### config.mk
export PLATFORM = sky130hd
export DESIGN_NAME = dac8_sample_streamer
export DESIGN_NICKNAME = d
export VERILOG_FILES = /design/src/rtl/dac8_sample_streamer.sv
export SDC_FILE = /design/constraint.sdc
export NUM_CORES = 1
export LEC_CHECK = 0
export CELL_PAD_IN_SITES_DETAIL_PLACEMENT = 1
export CELL_PAD_IN_SITES_GLOBAL_PLACEMENT = 1
export CORE_ASPECT_RATIO = 1.75
export CORE_MARGIN = 2
export CORE_UTILIZATION = 30
export DETAILED_ROUTE_END_ITERATION = 8
export GPL_TIMING_DRIVEN = 0
export PLACE_DENSITY_LB_ADDON = 0.05
export SKIP_LAST_GASP = 1
export SYNTH_ARGS = -nofsm -noshare
export SYNTH_HDL_FRONTEND = slang
export SYNTH_SLANG_ARGS = --single-unit
### constraint.sdc
create_clock -name UserCLK -period 3.8 [get_ports UserCLK]
set_input_delay 0.76 -clock UserCLK [delete_from_list [all_inputs] [get_ports UserCLK]]
set_output_delay 0.76 -clock UserCLK [all_outputs]
set_load 0.03 [all_outputs]
### src/rtl/dac8_sample_streamer.sv
// Paced sample FIFO feeding the EF_DAC8 VALUE bus: buffers producer samples and
// releases one per programmable period. Optional output slew limit: DAC8_STREAM_SLEW_EN.
module dac8_sample_streamer #(
    parameter int FIFO_DEPTH = 8,
    parameter int DIV_WIDTH  = 16
) (
    input  logic                            UserCLK,
    input  logic                            RST,
    input  logic                            enable,
    input  logic [DIV_WIDTH-1:0]            divider,
    input  logic [7:0]                      s_data,
    input  logic                            s_valid,
    output logic                            s_ready,
    input  logic                            clr_underflow,
`ifdef DAC8_STREAM_SLEW_EN
    input  logic [7:0]                      slew_step,
`endif
    output logic [7:0]                      VALUE,
    output logic                            strobe,
    output logic [$clog2(FIFO_DEPTH):0]     level,
    output logic                            underflow
);
    localparam int PW = $clog2(FIFO_DEPTH);
    localparam int LW = PW + 1;
    localparam logic [LW-1:0] FULL = LW'(FIFO_DEPTH);

    logic [7:0]           fifo_mem [FIFO_DEPTH];
    logic [DIV_WIDTH-1:0] cnt_q, cnt_d;
    logic [PW-1:0]        wr_ptr_q, wr_ptr_d, rd_ptr_q, rd_ptr_d;
    logic [LW-1:0]        level_q, level_d;
    logic [7:0]           value_q, value_d;
    logic                 strobe_q, strobe_d;
    logic                 underflow_q, underflow_d;
    logic                 push, pop, tick, uf_set;
    logic [7:0]           head;

`ifdef DAC8_STREAM_SLEW_EN
    logic [7:0] target_q, target_d;

    // Step cur toward tgt by at most step (0 = unlimited); never crosses tgt.
    function automatic logic [7:0] slew_to(input logic [7:0] cur, input logic [7:0] tgt,
                                           input logic [7:0] step);
        logic [7:0] diff;
        logic [7:0] d;
        diff = (tgt >= cur) ? tgt - cur : cur - tgt;
        d    = (step == 8'd0 || diff < step) ? diff : step;
        return (tgt >= cur) ? cur + d : cur - d;
    endfunction
`endif

    assign s_ready   = (level_q != FULL);
    assign VALUE     = value_q;
    assign strobe    = strobe_q;
    assign level     = level_q;
    assign underflow = underflow_q;

    always_comb begin
        push        = s_valid && s_ready;
        tick        = enable && (cnt_q >= divider);
        pop         = tick && (level_q != '0);
        head        = fifo_mem[rd_ptr_q];
        uf_set      = 1'b0;
        cnt_d       = '0;
        wr_ptr_d    = wr_ptr_q;
        rd_ptr_d    = rd_ptr_q;
        level_d     = level_q;
        value_d     = value_q;
        strobe_d    = 1'b0;
`ifdef DAC8_STREAM_SLEW_EN
        target_d    = target_q;
`endif

        if (enable) cnt_d = tick ? '0 : cnt_q + 1'b1;

        if (push) wr_ptr_d = wr_ptr_q + 1'b1;
        if (pop)  rd_ptr_d = rd_ptr_q + 1'b1;
        if (push && !pop)      level_d = level_q + 1'b1;
        else if (pop && !push) level_d = level_q - 1'b1;

`ifdef DAC8_STREAM_SLEW_EN
        // An empty tick keeps walking toward an unreached target before it counts as underflow.
        if (pop) begin
            target_d = head;
            value_d  = slew_to(value_q, head, slew_step);
            strobe_d = 1'b1;
        end else if (tick) begin
            if (value_q != target_q) begin
                value_d  = slew_to(value_q, target_q, slew_step);
                strobe_d = 1'b1;
            end else begin
                uf_set = 1'b1;
            end
        end
`else
        if (pop) begin
            value_d  = head;
            strobe_d = 1'b1;
        end else if (tick) begin
            uf_set = 1'b1;
        end
`endif

        underflow_d = uf_set ? 1'b1 : (clr_underflow ? 1'b0 : underflow_q);
    end

    always_ff @(posedge UserCLK) begin
        if (RST) begin
            cnt_q       <= '0;
            wr_ptr_q    <= '0;
            rd_ptr_q    <= '0;
            level_q     <= '0;
            value_q     <= 8'h80;
            strobe_q    <= 1'b0;
            underflow_q <= 1'b0;
`ifdef DAC8_STREAM_SLEW_EN
            target_q    <= 8'h80;
`endif
        end else begin
            cnt_q       <= cnt_d;
            wr_ptr_q    <= wr_ptr_d;
            rd_ptr_q    <= rd_ptr_d;
            level_q     <= level_d;
            value_q     <= value_d;
            strobe_q    <= strobe_d;
            underflow_q <= underflow_d;
`ifdef DAC8_STREAM_SLEW_EN
            target_q    <= target_d;
`endif
        end
    end

    // Storage needs no reset: occupancy is tracked by level and the pointers.
    always_ff @(posedge UserCLK) begin
        if (!RST && push) fifo_mem[wr_ptr_q] <= s_data;
    end

endmodule

# Word level (Yosys, flattened, before mapping)
# Memory sizes are Yosys's and may differ from the RTL's. A register that Yosys moved wholly into a read port is not among the register bits.
# Cells that the tools add are included.
# W data, S select, Z words.
word_totals:
  ramBits: 64
  word_cells: 37
  mem_count: 1
  mem_bits_ro: 0
  reg_bits: 28
  output_inout_bits: 15
  latchBits: 0
memory_table:
  columns: ["memory", "depth", "word_bits", "read_ports", "rd_ports_with_merged_regs", "wr", "line_no", "rtl"]
  rows:
  - ["fifo_mem", 8, 8, 1, 1, 1, "27", "logic [7:0] fifo_mem [FIFO_DEPTH];"]
classes:
  n_shift: 0
  n_lt_le_gt_ge: 1
  reduce_logical: 13
  multipliers: 0
  muxes: 9
  div_mod_pow: 0
  bitwise_logic: 1
  n_addsub: 5
  eq_ne: 1
ops:
  columns: ["operator", "n"]
  rows:
  - ["$add A16 B1 Y16 const B", 1]
  - ["$ge A16 B16 Y1", 1]
  - ["$mux W4", 2]
  - ["$mux W1", 7]
  - ["$add A3 B1 Y3 const B", 2]
  - ["$logic_and A1 B1 Y1", 6]
  - ["$add A4 B1 Y4 const B", 1]
  - ["$ne A4 B4 Y1 const B", 1]
  - ["$reduce_bool A2 Y1", 2]
  - ["$reduce_bool A4 Y1", 1]
  - ["$sub A4 B1 Y4 const B", 1]
  - ["$logic_not A1 Y1", 3]
  - ["$reduce_or A3 Y1", 1]
  - ["$not A1 Y1", 1]

# Longest topological paths before layout
logic_depth:
  word_depth: 6
  mapped_depth: 15
  mapped_depth_nobuf: 14

# Worst setup path before layout
# OpenSTA, ideal clock, no wires.
synth_timing:
  kind: "in2reg"
  start: "input divider[10]"
  end: "register level_q[3] (netlist: level[3])"
  required_time_ps: 3729
  setup_time_ps: 71
  n_path_buf: 1
  stages: 15
  path_slack_ps: 99
  t_arrival_ps: 3631
  path_cell_list: "inv_1 > ha_1 > and4_1 > nand2_1 > or4_4 > a31o_4 > buf_6 > ha_1 > inv_1 > ha_1 > a21o_1 > a21oi_1 > xnor2_1 > or3_1 > a21oi_1"
synth_via:
  elab_chain_cells: 6
  elab_cells_between_ends: 8
  classes_between: "1 x order compare; 1 x mux; 6 x reduce/logical"
synth_rtl:
  columns: ["item", "line_no", "rtl"]
  rows:
  - ["start: declaration", "10", "input logic [DIV_WIDTH-1:0] divider,"]
  - ["$ge A16 B16 Y1 *", "59", "tick = enable && (cnt_q >= divider);"]
  - ["$logic_and A1 B1 Y1 *", "59", null]
  - ["$logic_and A1 B1 Y1 *", "60", "pop = tick && (level_q != '0);"]
  - ["$logic_not A1 Y1", "77", "if (push && !pop) level_d = level_q + 1'b1;"]
  - ["$logic_and A1 B1 Y1", "77", null]
  - ["$mux W4 / $reduce_bool A2 Y1 (equally long branches)", null, null]
  - ["end signal: assignment", "122", "level_q <= level_d;"]
  - ["end: declaration", "30", "logic [LW-1:0] level_q, level_d;"]
# Mark *: on every way between the ends. The rest lies on a longest branch, timed or not.
# A chain may end at the register's enable or synchronous reset.

# Worst setup path in the final report
layout_timing:
  start: "input divider[6]"
  end: "register level_q[3] (netlist: level[3])"
# The elaborated chain is that of the path after synthesis.

==> impl_metrics.json <==
{
  "viasPerCell": 4.751,
  "synth-seq-area-share_pct": 59.08,
  "power.leakage_nw": 2.096,
  "layout.cells.non_filler": 586,
  "setup_violations": 0,
  "cp-end-kind": "flop",
  "vias": 2784,
  "fmax_mhz": 277.1,
  "fin_ws_ns": 0.1905,
  "cts_root_buf": "clkbuf_16",
  "ioPinCount": 44,
  "ys_ff_latch": 100,
  "initial_core_util_pct": 30.30,
  "slew_headroom_pct": 30.95,
  "clock_latency_ns": 0.34,
  "grt_max_degree": 22,
  "criticalPathCategory": "input pin to flop",
  "rsz0062_at_grt": "false",
  "placed_cell_area_um2": 5199,
  "cts_tree": "done",
  "min_path_type": "flop to flop",
  "regArea_um2": 2643,
  "nNetsFinal": 450,
  "drc": 0,
  "cts_buffers": 9,
  "synth_fp_nets": 386,
  "synth_area_leaders": "edfxtp_1 43%, dfxtp_1 16%, mux4_2 8.1%",
  "finalWirelength_um": 10570,
  "dpl.cell_count": 564,
  "final_area_um2": 5698,
  "dieArea_um2": 15940,
  "worstPathMaxFanout": 4,
  "drt_iter0_markers": 58,
  "drt-pass1-iter-count": 4,
  "rows": 59,
  "synth_warnings": 0,
  "antenna_cells": 0,
  "fin_crit_ns": 3.609,
  "drt.antenna.violating_nets": 0,
  "dieHeight_um": 165.5,
  "grt_pass1_vias": 2948,
  "synth_commonest_cells": "64 x edfxtp_1, 42 x nor2_1, 36 x dfxtp_1",
  "fin_crit_sh_pct": 94.99,
  "grt_usage_pct": 14.19,
  "synth_cells": 334,
  "area_growth_pct": 27.38,
  "fin_skew_ns": 0.009569,
  "slew_violations": 0,
  "multi_input_area_um2": 1852,
  "pre_cts_ws_ns": -0.7940,
  "dp_hpwl_um": 8065,
  "final_core_util_pct": 38.59,
  "antenna_found_initial": 0,
  "power.density_nw_per_um2": 428.4,
  "peakVddDrop_mv": 0.2788,
  "die_w_um": 96.31,
  "gp_congestion": 0.7886,
  "cp.arrival_ns": 3.89,
  "core_um2": 14760,
  "post-synth-top-count-cell": "edfxtp_1",
  "maxCapViolCount": 0,
  "fin_setup_tns_ns": 0,
  "clk_pin_slew_ns": 0.08,
  "cts.htree.levels": 3,
  "worstMarginPinSlew_ns": 1.032,
  "worstPathRequired_ns": 4.08,
  "overflow": 0,
  "p_total_mw": 2.441,
  "synth_edf_count": 64,
  "start_kind": "input pin",
  "status": "finished, final reports clean",
  "cts_buffer_depth": 2,
  "synth_cell_types": 43,
  "hold_viol_final": 0,
  "fill_cells": 1557,
  "avgSynthCellArea_um2": 13.39,
  "synthDominantCellAreaShare_pct": 42.97,
  "drive_gt1_share_pct": 21.09,
  "synth_area_leader_cell": "edfxtp_1",
  "wl_per_cell_um": 18.04,
  "grt_pass1_wl_um": 16240,
  "synthFlopType": "edfxtp_1",
  "io_buffers": 42,
  "ys_async_sr_fraction_pct": 0,
  "synth_area_um2": 4473,
  "cts_sinks": 100,
  "hold_ws_ns": 0.4710
}
[what timing repair did]
item	4_1_cts	5_1_grt
resized for setup	9	25
setup endpoints to repair	1	1
pin swaps	5	16
hold buffers	0	0
buffers inserted	5	2
[metal layers]
metal | track usage [%] | wire (µm)
met1 | 14.32 | 3793
met2 | 27.87 | 6301
met3 | 2.450 | 281
met4 | 5.378 | 195
met5 | 0 | 0
[path summary, 6_finish.rpt]
check                                start        to  slack, ns  cells after the start
worst max-delay path            divider[6]  level[3]       0.19                     15
worst min-delay path              cnt_q[0]  cnt_q[0]       0.47                      1
worst max register to register   cnt_q[11]  level[3]       0.51                     13
worst min register to register    cnt_q[0]  cnt_q[0]       0.47                      1
[sequential cells by signal, indices dropped and copies added (netlist names)]
signal     cells
VALUE          8
cnt_q         16
fifo_mem      64
level          4
rd_ptr_q       3
strobe         1
underflow      1
wr_ptr_q       3
[layout by cell type, fill, tap and decap left out, types with 5 or more instances in the layout]
| master | n |
|---|---|
| mux2i_1 | 10 |
| mux2_4 | 6 |
| ha_4 | 8 |
| nand2_1 | 13 |
| nand3_1 | 8 |
| clkbuf_1 | 7 |
| edfxtp_1 | 64 |
| clkdlybuf4s50_1 | 34 |
| xnor2_1 | 8 |
| ha_1 | 14 |
| buf_4 | 9 |
| clkbuf_16 | 9 |
| dlymetal6s2s_1 | 8 |
| nor2_1 | 42 |
| mux4_2 | 16 |
| dfxtp_1 | 36 |
| xor2_1 | 9 |
| inv_2 | 6 |
| inv_1 | 14 |
| nand2b_1 | 5 |
| nor2b_1 | 10 |
| a21oi_1 | 7 |
[cell families (layout without fill, tap and decap cells)]
logic type      Yosys count  in the layout  share of synthesized area (%)
xor+xnor                 18             18                          3.525
buf+inv                  33            102                          3.021
simple gates            102            102                          11.16
mux                      35             35                          13.06
fa+ha+maj                23             23                          6.601
flops                   100            100                          59.08
compound gates           23             23                          3.552
[area by class of cell]
type | instances | share of cell area (%)
Timing Repair Buffer | 54 | 9.508
Buffer | 11 | 0.7905
Inverter | 21 | 1.427
Clock buffer | 9 | 3.953
Multi-Input combinational cell | 201 | 32.50
Sequential cell | 100 | 46.38
Clock inverter | 7 | 1.427
Tap cell | 183 | 4.018
[power breakdown]
part / internal, mW / total [mW] / switching (mW) / leakage (nW)
sequential: 1.19 / 1.22 / 0.0303 / 0.869
combinational: 0.133 / 0.282 / 0.149 / 1.08
clock: 0.476 / 0.942 / 0.466 / 0.151
total: 1.80 / 2.44 / 0.645 / 2.10
[worst max-delay path: stages]
cell and delay (ns):
clkdlybuf4s50_1 0.45, inv_1 0.04, ha_1 0.31, and3_1 0.19, o311a_1 0.37, o21ai_2 0.24
a31o_4 0.21, ha_4 0.14, inv_4 0.04, ha_4 0.19, a21o_1 0.16, a21oi_2 0.19
xnor2_2 0.09, or3_1 0.35, a21oi_1 0.14
Power figures use the tool's default switching activity.
